`src/rtl/guess_game_ctrl.sv`:
```
// Guess-the-number game sequencer: draws a secret from the LFSR by rejection
// sampling, scores guesses, counts attempts, and latches a win/loss result
// until the next start.
module guess_game_ctrl #(
  parameter int WIDTH     = 6,
  parameter int MAX_VALUE = 50,
  parameter int MAX_TRIES = 7,
  localparam int AW       = $clog2(MAX_TRIES + 1)
) (
  input  logic             clk,
  input  logic             reset,
  input  logic             start,
  input  logic [WIDTH-1:0] rnd,
  input  logic [WIDTH-1:0] guess,
  input  logic             guess_valid,
  output logic             busy,
  output logic             ready,
  output logic [1:0]       hint,
  output logic             hint_valid,
  output logic [AW-1:0]    attempts,
  output logic             won,
  output logic             lost,
  output logic [WIDTH-1:0] secret
);

  localparam logic [WIDTH-1:0] MAXV  = WIDTH'(MAX_VALUE);
  localparam logic [AW-1:0]    TRIES = AW'(MAX_TRIES);

  localparam logic [1:0] HINT_OOR  = 2'b00;
  localparam logic [1:0] HINT_LOW  = 2'b01;
  localparam logic [1:0] HINT_HIGH = 2'b10;
  localparam logic [1:0] HINT_OK   = 2'b11;

  typedef enum logic [2:0] {IDLE, DRAW, PLAY, WON, LOST} state_t;

  state_t           state, state_nx;
  logic [WIDTH-1:0] secret_q, secret_nx;
  logic [1:0]       hint_nx;
  logic             hv_nx;
  logic [AW-1:0]    att_nx;
  logic [AW-1:0]    att_inc;

  // Saturating increment; in practice PLAY never sees attempts at the limit.
  assign att_inc = (attempts == TRIES) ? attempts : attempts + AW'(1);

  // State, datapath and registered status outputs (all decoded from next state).
  always_ff @(posedge clk or posedge reset) begin
    if (reset) begin
      state      <= IDLE;
      secret_q   <= '0;
      hint       <= HINT_OOR;
      hint_valid <= 1'b0;
      attempts   <= '0;
      busy       <= 1'b0;
      ready      <= 1'b0;
      won        <= 1'b0;
      lost       <= 1'b0;
      secret     <= '0;
    end else begin
      state      <= state_nx;
      secret_q   <= secret_nx;
      hint       <= hint_nx;
      hint_valid <= hv_nx;
      attempts   <= att_nx;
      busy       <= (state_nx == DRAW);
      ready      <= (state_nx == PLAY);
      won        <= (state_nx == WON);
      lost       <= (state_nx == LOST);
      secret     <= (state_nx == WON || state_nx == LOST) ? secret_nx : '0;
    end
  end

  // Next-state and datapath updates; start beats guess_valid everywhere but DRAW.
  always_comb begin
    state_nx  = state;
    secret_nx = secret_q;
    hint_nx   = hint;
    hv_nx     = 1'b0;
    att_nx    = attempts;
    case (state)
      IDLE: begin
        if (start) begin
          state_nx = DRAW;
          att_nx   = '0;
          hint_nx  = HINT_OOR;
        end
      end
      DRAW: begin
        if (rnd <= MAXV) begin
          secret_nx = rnd;
          state_nx  = PLAY;
        end
      end
      PLAY: begin
        if (start) begin
          state_nx = DRAW;
          att_nx   = '0;
          hint_nx  = HINT_OOR;
        end else if (guess_valid) begin
          hv_nx = 1'b1;
          if (guess > MAXV) begin
            hint_nx = HINT_OOR;
          end else begin
            att_nx = att_inc;
            if (guess == secret_q) begin
              hint_nx  = HINT_OK;
              state_nx = WON;
            end else begin
              hint_nx = (guess < secret_q) ? HINT_LOW : HINT_HIGH;
              if (att_inc == TRIES) state_nx = LOST;
            end
          end
        end
      end
      WON, LOST: begin
        if (start) begin
          state_nx = DRAW;
          att_nx   = '0;
          hint_nx  = HINT_OOR;
        end
      end
      default: state_nx = IDLE;
    endcase
  end

endmodule

```
`config.mk`:
```
export PLATFORM = sky130hd
export DESIGN_NAME = guess_game_ctrl
export DESIGN_NICKNAME = d
export VERILOG_FILES = /design/src/rtl/guess_game_ctrl.sv
export SDC_FILE = /design/constraint.sdc
export NUM_CORES = 1
export LEC_CHECK = 0
export CAP_MARGIN = 20
export CORE_MARGIN = 3
export CORE_UTILIZATION = 48
export DETAILED_ROUTE_END_ITERATION = 8
export GPL_TIMING_DRIVEN = 0
export PLACE_DENSITY = 0.78
export REMOVE_ABC_BUFFERS = 1
export SLEW_MARGIN = 25
export SYNTH_ARGS = -nofsm -noshare
export SYNTH_HDL_FRONTEND = slang
export SYNTH_SLANG_ARGS = --single-unit
```
`constraint.sdc`:
```
create_clock -name clk -period 2.25 [get_ports clk]
set_input_delay 0.5625 -clock clk [delete_from_list [all_inputs] [get_ports clk]]
set_output_delay 0.5625 -clock clk [all_outputs]
set_load 0.03 [all_outputs]
```
==> summary.md, run 1 <==
| Metric | Value |
|---|---|
| Root buf cell | clkbuf_4 |
| IO Count | 32 |
| Most common cell after layout, fill and taps aside | clkdlybuf4s50_1 |
| Critical path launch point | guess[0] |
| Core Rows | 18 |
| Initial antenna violation count | 0 |
| Cell variety after synth | 44 |
| Worst-path clk slew | 130 ps |
| Final count of negative-setup-slack endpoints | 0 |
| Relative slew margins | 38.35% |
| Total CTS buffers | 3 |
| Async SR Flop Fraction | 100.0% |
| Hold Crit Depth | 1 |
| Tmin final | 2178 ps |
| CP max FO | 7 |
| Antenna fix cells | 0 |
| Die ar. | 3406 um^2 |
| Reg-to-reg endpoint | secret[3] |
| Routed len/inst | 14.68 um |
| Routability cong. | 0.8174 |
| Worst Hold Class | reg -> reg |
| Outcome | finished, final reports clean |
| DP Wirelength | 2.149 mm |
| Tcrit/Tclk final | 96.79% |
| Synthesized area per cell | 11.06 um^2 |
| Finished Core Util | 67.80% |
| Largest net degree at the start of global routing | 26 |
| Post-CTS Hold Fix Bufs | 0 |
| Seq/Total Area, Yosys | 47.53% |
| Reg2Reg Depth | 6 |
| Wl on met1 | 1.076 mm |
| Pleak | 0.7724 nW |
| Sw Ratio | 40.76% |
| DRT Pass-1 Iters | 4 |
| Worst EP required | 2500 ps |
| Most used DFF post-synth | dfrtp_1 |
| Initial core utilization | 51.72% |
| Overflow after GRT | 0 |
| All-Layer GR Usage | 17.05% |
| Final Slew Violations | 0 |
| Skew final | 5.172 ps |
| Post-Place Cells | 178 |
| Core area | 2545 um^2 |
| Internal power | 0.001216 W |
| Metal2 WL | 1.406 mm |
| Initial DRC Count | 17 |
| Number of flops mapped to enable cells by yosys | 0 |
| Number of synthesized register bits | 25 |
| CP Capture Type | register |
| CTS tree | yes |
| Setup CP Type | in -> reg |
| Worst-Margin Slew | 923.8 ps |
| H-tree depth | 1 |
| Clk buf depth | 2 |
| Most frequent cells in the layout | clkdlybuf4s50_1 (31), dfrtp_1 (25), inv_1 (14), nand2_1 (8), ha_1 (7) |
| Fmax | 459.2 MHz |
| Area added between synthesis and finish | 31.08% |
| P_sw | 0.0008369 W |
| Top layer in use | met4 |
| Setup slack, reg-to-reg | 190 ps |
| ANT nets after route | 0 |
| Nature of the critical path startpoint | input pin |
| Final wirelength | 2.702 mm |
| Total number of yosys warnings | 0 |
| Post-Syn Area | 1316 um^2 |
| Clock power share | 9.6% |
| Die Ht | 58.37 um |
| Share of power burned in registers | 35.2% |
| Layout Nets | 178 |
| Reg2reg start | attempts[0] |
| Vias in the first global route | 1,034 |
| Detail-routed via count per cell | 5.674 |
| Non-Filler Instances | 184 |
| Gate power share | 55.3% |
| Final Hold Vio Count | 0 |
| RSZ-0062 raised after global routing | no |
| CTS Sinks | 25 |
| IO Port Bufs | 31 |
| Fraction of layout cells with a size suffix above 1 | 14.94% |
| Pwr dens | 1190 nW/um^2 |
| Arr. time, crit path | 2430 ps |
| First-pass GRT wire length | 4.443 mm |
| Mapped Cells | 119 |
| Filler cell count | 208 |
| Max Cap Viol | 0 |
| Clock Latency Late Sink | 310 ps |
| Vias | 1,044 |
| Die Wd | 58.37 um |
| Met3 Wirelength | 206 um |
| DRC | 0 |
| Worst Setup EP | secret[3] |
| VDD IR max | 0.8396 mV |
-- layer usage --
layer,vias to the layer above,GRT usage [%]
met5,-,0
li1,507,-
met2,31,32.22
met4,0,2.980
met3,2,5.702
met1,504,18.47
-- worst max-delay path: stages --
cell	delay, ps
clkdlybuf4s50_1	490
inv_1	50
ha_1	270
and4_1	210
nand3_2	110
a311o_1	320
a21bo_4	260
a21boi_1	150
-- metrics by stage --
stage                     total power (W)  hold slack [ps]  area [um^2]  TNS (ps)  setup slack, ps
final                            0.002053            550.8         1725         0            72.16
after global routing             0.002196            583.7         1725         0            8.964
after CTS                        0.002049            555.0         1708         0            5.871
after detailed placement         0.001811            523.0         1655     -3131           -418.4
after global placement           0.001768            514.9         1655     -2413           -321.9
after floorplan                  0.001452            487.5         1308         0            164.2
-- power by group through the flow --
stage          Clock (W)  Sequential, W  Combinational (W)
4_1_cts         0.000208       0.000723            0.00112
3_3_place_gp           0       0.000723            0.00104
6_report        0.000197       0.000722            0.00113
2_1_floorplan          0       0.000893           0.000558
5_1_grt         0.000219       0.000746            0.00123
3_5_place_dp           0       0.000733            0.00108
-- worst min-delay path by stage --
stage / start / to
2_1_floorplan: secret_q[4] / secret_q[4]
3_3_place_gp: hint[1] / hint[1]
3_5_place_dp: secret_q[4] / secret_q[4]
4_1_cts: secret_q[4] / secret_q[4]
5_1_grt: secret_q[0] / secret_q[0]
6_report: secret_q[4] / secret_q[4]
-- area by class of cell --
class                   instances  area, um^2  share of cell area, %
well taps                      30       37.54                  2.175
clock buffers                   3       22.52                  1.305
multi-input cells              78       654.4                  37.93
inverters                      14       52.55                  3.046
clock inverters                 1       7.507                 0.4351
repair buffers                 33       325.3                  18.85
flip-flops and latches         25       625.6                  36.26
-- cells in the mapped netlist, types with 3 or more instances --
| cell | number | area share (%) |
|---|---|---|
| o22ai_1 | 3 | 1.4 |
| o21a_1 | 3 | 1.7 |
| mux2_2 | 5 | 4.3 |
| nor2_1 | 3 | 0.86 |
| ha_1 | 7 | 6.7 |
| a211o_1 | 3 | 2.0 |
| inv_1 | 14 | 4.0 |
| nand2_1 | 8 | 2.3 |
| dfrtp_1 | 25 | 48 |
| a21boi_1 | 5 | 2.9 |
| nand3_1 | 3 | 1.1 |
-- timing repair --
action / CTS / global route
resized for setup: 3 / 2
endpoints found under the setup margin: 6 / 7
pin swaps: 3 / 1
buffers inserted: 1 / 1
-- cell families after synthesis --
logic type               after synthesis  share of synthesized area, %
AO/OA/AOI/OAI                         33                         20.82
buffers and inverters                 16                         4.657
adder cells (fa/ha/maj)                7                         6.654
AND/OR/NAND/NOR                       32                         15.31
multiplexers                           6                         5.038
flip-flops                            25                         47.53
-- flip-flops by register name, summed over array words and instances (netlist names) --
signal / count
state: 3
secret: 6
attempts: 3
hint_valid: 1
lost: 1
ready: 1
won: 1
busy: 1
secret_q: 6
hint: 2
(Power assumes the default switching activity.)
==> inputs of run 2 (changes only) <==
--- a/config.mk
+++ b/config.mk
@@ -6,10 +6,9 @@
 export NUM_CORES = 1
 export LEC_CHECK = 0
 export CAP_MARGIN = 20
-export CORE_MARGIN = 3
+export CORE_MARGIN = 5
 export CORE_UTILIZATION = 48
 export DETAILED_ROUTE_END_ITERATION = 8
-export GPL_TIMING_DRIVEN = 0
 export PLACE_DENSITY = 0.78
 export REMOVE_ABC_BUFFERS = 1
 export SLEW_MARGIN = 25
==> run 2 against run 1 <==
  * Clock power rose by 4%
  * Power rose by 0.94%
  * Maximum frequency rose by 2.6%
  * Final cell count rose by 4.3%
  * Cell area rose by 2.4%
  * Combinational power barely moved
  * Highest routed layer unchanged
==> summary.md, run 2 (same netlist as run 1, synthesis figures left out) <==
| Metric | Value |
|---|---|
| H-tree depth | 1 |
| Clk buf depth | 2 |
| IO Count | 32 |
| Post-CTS setup buffer count | 0 |
| Routability cong. | 0.8386 |
| Initial antenna violation count | 0 |
| Relative slew margins | 68.70% |
| Fmax | 471.1 MHz |
| CP max FO | 7 |
| Initial DRC Count | 34 |
| Vias in the first global route | 1,062 |
| Setup ws final | 127.2 ps |
| Total CTS buffers | 3 |
| Non-Filler Instances | 192 |
| ANT nets after route | 0 |
| Share of power burned in registers | 34.9% |
| RSZ-0062 raised after global routing | no |
| Biggest regs | secret (6), secret_q (6) |
| Most common cell after layout, fill and taps aside | clkdlybuf4s50_1 |
| Internal power | 0.001240 W |
| Die Wd | 62.37 um |
| Post-Place Cells | 188 |
| Sw Ratio | 40.18% |
| VDD IR max | 0.9193 mV |
| Fraction of layout cells with a size suffix above 1 | 16.77% |
| Clock Latency Late Sink | 320 ps |
| CTS tree | yes |
| Worst-Margin Slew | 465.2 ps |
| Detail-routed via count per cell | 5.385 |
| Antenna fix cells | 0 |
| Final count of negative-setup-slack endpoints | 0 |
| Worst-path clk slew | 140 ps |
| Initial core utilization | 49.00% |
| Arr. time, crit path | 2390 ps |
| Core area | 2686 um^2 |
| Skew final | 9.174 ps |
| Tcrit/Tclk final | 94.35% |
| Worst Hold Class | reg -> reg |
| Most frequent cells in the layout | clkdlybuf4s50_1 (31), dfrtp_1 (25), inv_1 (14), buf_4 (9), nand2_1 (8) |
| Nature of the critical path startpoint | input pin |
| P_sw | 0.0008327 W |
| Gate power share | 55.2% |
| Setup Slack @ Placement | -261.0 ps |
| Layout Nets | 185 |
| CTS Sinks | 25 |
| Tmin final | 2123 ps |
| Setup CP Type | in -> reg |
| Worst EP required | 2510 ps |
| Pwr dens | 1173 nW/um^2 |
| DRT Pass-1 Iters | 4 |
| Outcome | finished, final reports clean |
| DRC | 0 |
| Overflow after GRT | 0 |
| Finished Core Util | 65.77% |
| Vias | 1,034 |
| First-pass GRT wire length | 4.747 mm |
| IO Port Bufs | 31 |
| Final Hold Vio Count | 0 |
| Area added between synthesis and finish | 34.22% |
| Die Ht | 62.37 um |
| Final wirelength | 2.768 mm |
| DP Wirelength | 2.228 mm |
| Die ar. | 3889 um^2 |
| CP Capture Type | register |
| Largest net degree at the start of global routing | 26 |
| Clock power share | 9.9% |
| All-Layer GR Usage | 14.92% |
| Routed len/inst | 14.42 um |
| Setup slack, reg-to-reg | 200 ps |
| Core Rows | 19 |
| Pleak | 0.8046 nW |
| Final Slew Violations | 0 |
| Max Cap Viol | 0 |
| Root buf cell | clkbuf_4 |
[run 2: worst paths after layout]
| check | from | cells past startpoint | end |
|---|---|---|---|
| setup / recovery | guess[0] | 8 | secret[1] |
| hold / removal | secret_q[0] | 1 | secret_q[0] |
| setup reg to reg | attempts[0] | 6 | secret[0] |
| hold reg to reg | secret_q[0] | 1 | secret_q[0] |
| max in group asynchronous | reset | 3 | secret_q[3] |
| min in group asynchronous | reset | 3 | lost |
[run 2: final cells by class]
cell class | instances | area (um^2)
inverter | 14 | 52.55
clock inverter | 1 | 7.507
timing repair buffer | 40 | 377.9
multi-input combinational | 78 | 641.9
sequential | 25 | 625.6
tap | 31 | 38.79
fill | 209 | 919.6
clock buffer | 3 | 22.52
[run 2: per-stage QoR]
step	area, um^2	total power [W]	hold WS, ps	setup TNS, ps
2_1_floorplan	1308	0.001452	487.5	0
3_3_place_gp	1724	0.001828	499.8	-1417
3_5_place_dp	1724	0.001859	521.0	-2158
4_1_cts	1754	0.002064	551.3	0
5_1_grt	1767	0.002227	574.9	0
6_report	1767	0.002072	547.4	0
[run 2: per-layer routing]
| layer | share of wire [%] | global-route usage [%] | up-vias |
|---|---|---|---|
| li1 | - | - | 518 |
| met1 | 44 | 19.21 | 483 |
| met2 | 47 | 23.96 | 29 |
| met3 | 6.5 | 4.505 | 4 |
| met4 | 1.7 | 4.775 | 0 |
| met5 | 0 | 0 | - |
[run 2: worst max-delay path, cell delays in order]
cell             delay, ps
clkdlybuf4s50_1        480
inv_1                   50
ha_1                   260
and4_1                 180
nand3_1                100
a311o_1                320
a21bo_4                260
a21boi_1               150
[run 2: what timing repair did]
item | 4_1_cts | 5_1_grt
endpoints found under the setup margin | 0 | 1
hold buffers | 0 | 0
resized for setup | 0 | 2
[run 2: power groups by stage]
stage | Sequential [W] | Combinational, W | Clock, W
2_1_floorplan | 0.000893 | 0.000558 | 0
3_3_place_gp | 0.000728 | 0.00110 | 0
3_5_place_dp | 0.000735 | 0.00112 | 0
4_1_cts | 0.000727 | 0.00113 | 0.000208
5_1_grt | 0.000751 | 0.00125 | 0.000228
6_report | 0.000722 | 0.00114 | 0.000205
==> inputs of run 3 (changes only) <==
--- a/config.mk
+++ b/config.mk
@@ -7,9 +7,10 @@
 export LEC_CHECK = 0
 export CAP_MARGIN = 20
 export CORE_MARGIN = 5
-export CORE_UTILIZATION = 48
+export CORE_UTILIZATION = 44
+export CTS_CLUSTER_SIZE = 8
 export DETAILED_ROUTE_END_ITERATION = 8
-export PLACE_DENSITY = 0.78
+export PLACE_DENSITY = 0.75
 export REMOVE_ABC_BUFFERS = 1
 export SLEW_MARGIN = 25
 export SYNTH_ARGS = -nofsm -noshare
==> constraint.sdc (replaced) <==
create_clock -name clk -period 1.8 [get_ports clk]
set_input_delay 0.45 -clock clk [delete_from_list [all_inputs] [get_ports clk]]
set_output_delay 0.45 -clock clk [all_outputs]
set_load 0.03 [all_outputs]
==> run 3 against run 2 <==
  * The flow now finishes with violations (setup timing)
  * Cell area rose by 14%
  * Clock skew shrank 5.4 ps
  * Critical path depth unchanged
==> summary.md, run 3 (same netlist as run 1, synthesis figures left out) <==
| Metric | Value |
|---|---|
| Final count of negative-setup-slack endpoints | 9 |
| Area added between synthesis and finish | 52.66% |
| Setup ws final | -89.55 ps |
| Final wirelength | 3.302 mm |
| Critical Path, Cell by Cell | clkdlybuf4s50_1, ha_1, nand3_2, buf_4, buf_4, a31oi_4, buf_4, inv_1 |
| Clk buf depth | 2 |
| DRC | 0 |
| Fmax | 529.2 MHz |
| CTS tree | yes |
| ANT nets after route | 0 |
| Setup CP Type | in -> reg |
| Max incr delay on CP | 460 ps |
| Post-route setup TNS | -563.7 ps |
| Vias | 1,163 |
| H-tree depth | 1 |
| Worst-path clk slew | 140 ps |
| Final Hold Vio Count | 0 |
| Skew final | 3.815 ps |
| Relative slew margins | 69.65% |
| Fraction of layout cells with a size suffix above 1 | 32.61% |
| Core area | 2805 um^2 |
| Max Cap Viol | 0 |
| Routability cong. | 0.8516 |
| Worst Hold Class | in -> reg |
| Detail-routed via count per cell | 5.409 |
| DP Wirelength | 2.440 mm |
| Reg2Reg Depth | 7 |
| Largest net degree at the start of global routing | 26 |
| First-pass GRT wire length | 5.437 mm |
| Layout Nets | 208 |
| Root buf cell | clkbuf_4 |
| Initial antenna violation count | 0 |
| CP max FO | 8 |
| Initial DRC Count | 37 |
| Nature of the critical path startpoint | input pin |
| Critical path launch point | guess[3] |
| Routed len/inst | 15.36 um |
| Die Ht | 64.70 um |
| Die Wd | 64.70 um |
| Die ar. | 4185 um^2 |
| All-Layer GR Usage | 16.46% |
| Hold path endpoint | secret_q[1] |
| Reg-to-reg endpoint | secret[3] |
| Vias in the first global route | 1,213 |
| Biggest regs | secret (6), secret_q (6) |
| Antenna fix cells | 0 |
| Min Hold Slack | 440.6 ps |
| Total CTS buffers | 3 |
| VDD IR max | 0.8232 mV |
| Arr. time, crit path | 2130 ps |
| Most frequent CP cell | buf_4 |
| CTS Sinks | 25 |
| Hold Crit Depth | 2 |
| Clock Latency Late Sink | 320 ps |
| IO Port Bufs | 31 |
| CP Capture Type | register |
| Worst EP required | 2040 ps |
| Overflow after GRT | 0 |
| Reg2reg start | attempts[1] |
| Initial core utilization | 46.92% |
| Core Rows | 19 |
| Tcrit/Tclk final | 105.0% |
| CP max stage cell | clkdlybuf4s50_1 |
| DRT Pass-1 Iters | 4 |
| RSZ-0062 raised after global routing | yes |
| Outcome | complete, but fails checks |
| Violated checks | setup timing |
| Setup slack, reg-to-reg | -70 ps |
| Tmin final | 1890 ps |
| Setup Slack @ Placement | -592.7 ps |
| IO Count | 32 |
| Pleak | 1.034 nW |
| Worst-Margin Slew | 451.1 ps |
| Pwr dens | 1425 nW/um^2 |
| Hold Startpoint | rnd[1] |
| Most frequent cells in the layout | buf_4 (29), dfrtp_1 (24), dlygate4sd2_1 (16), inv_1 (14), clkdlybuf4s50_1 (10) |
| Most common cell after layout, fill and taps aside | buf_4 |
| Final Slew Violations | 0 |
| Finished Core Util | 71.63% |
-- run 3: cell count changes in the layout (fill, tap and decap cells not counted), sizes merged --
cell / previous run / this run
dlygate4sd2: 0 / 16
clkdlybuf4s50: 31 / 10
buf: 9 / 32
clkbuf: 3 / 4
dlymetal6s2s: 0 / 4
-- run 3: worst max-delay path, delay by kind of cell --
family	cells	cell delay, ps
buf+inv	5	920
compound gates	1	290
fa+ha+maj	1	370
simple gates	1	90
-- run 3: per-layer routing --
metal  global-route usage [%]  part of all wire (%)  vias up
li1                         -                     -      566
met1                    19.61                    41      559
met2                    30.41                    52       34
met3                    3.282                   5.7        4
met4                    3.958                   1.1        0
met5                        0                     0        -
-- run 3: layout make-up --
class | count | area [um^2]
fillers | 206 | 795.8
multi-input cells | 78 | 714.4
flip-flops and latches | 25 | 626.9
repair buffers | 63 | 546.8
inverters | 14 | 52.55
well taps | 31 | 38.79
clock buffers | 3 | 22.52
clock inverters | 1 | 7.507
-- run 3: how the worst max path moves through the flow --
stage                           end  depth (start not counted)
final                          lost                          8
after global routing      secret[3]                          7
after CTS                 secret[3]                          7
after detailed placement  secret[2]                          8
after global placement    secret[4]                          8
after floorplan           secret[0]                          6
-- run 3: repair_timing --
action,CTS,global route
buffers inserted,6,3
resized for setup,27,13
hold endpoints to repair,0,0
endpoints found under the setup margin,32,18
pin swaps,18,6
hold buffers,0,0
-- run 3: power breakdown --
part           total [W]  leakage [nW]  internal (W)  switching (W)
sequential      0.000896         0.318      0.000770       0.000127
clock           0.000257        0.0139     0.0000850       0.000172
combinational    0.00171         0.702      0.000844       0.000866
total            0.00286          1.03       0.00170        0.00116
-- run 3: per-stage QoR --
step,std cells,total power (W),area (um^2)
5_1_grt,215,0.003080,2009
3_3_place_gp,202,0.002377,1829
4_1_cts,212,0.002735,1929
2_1_floorplan,117,0.001814,1308
6_report,215,0.002863,2009
3_5_place_dp,202,0.002427,1829
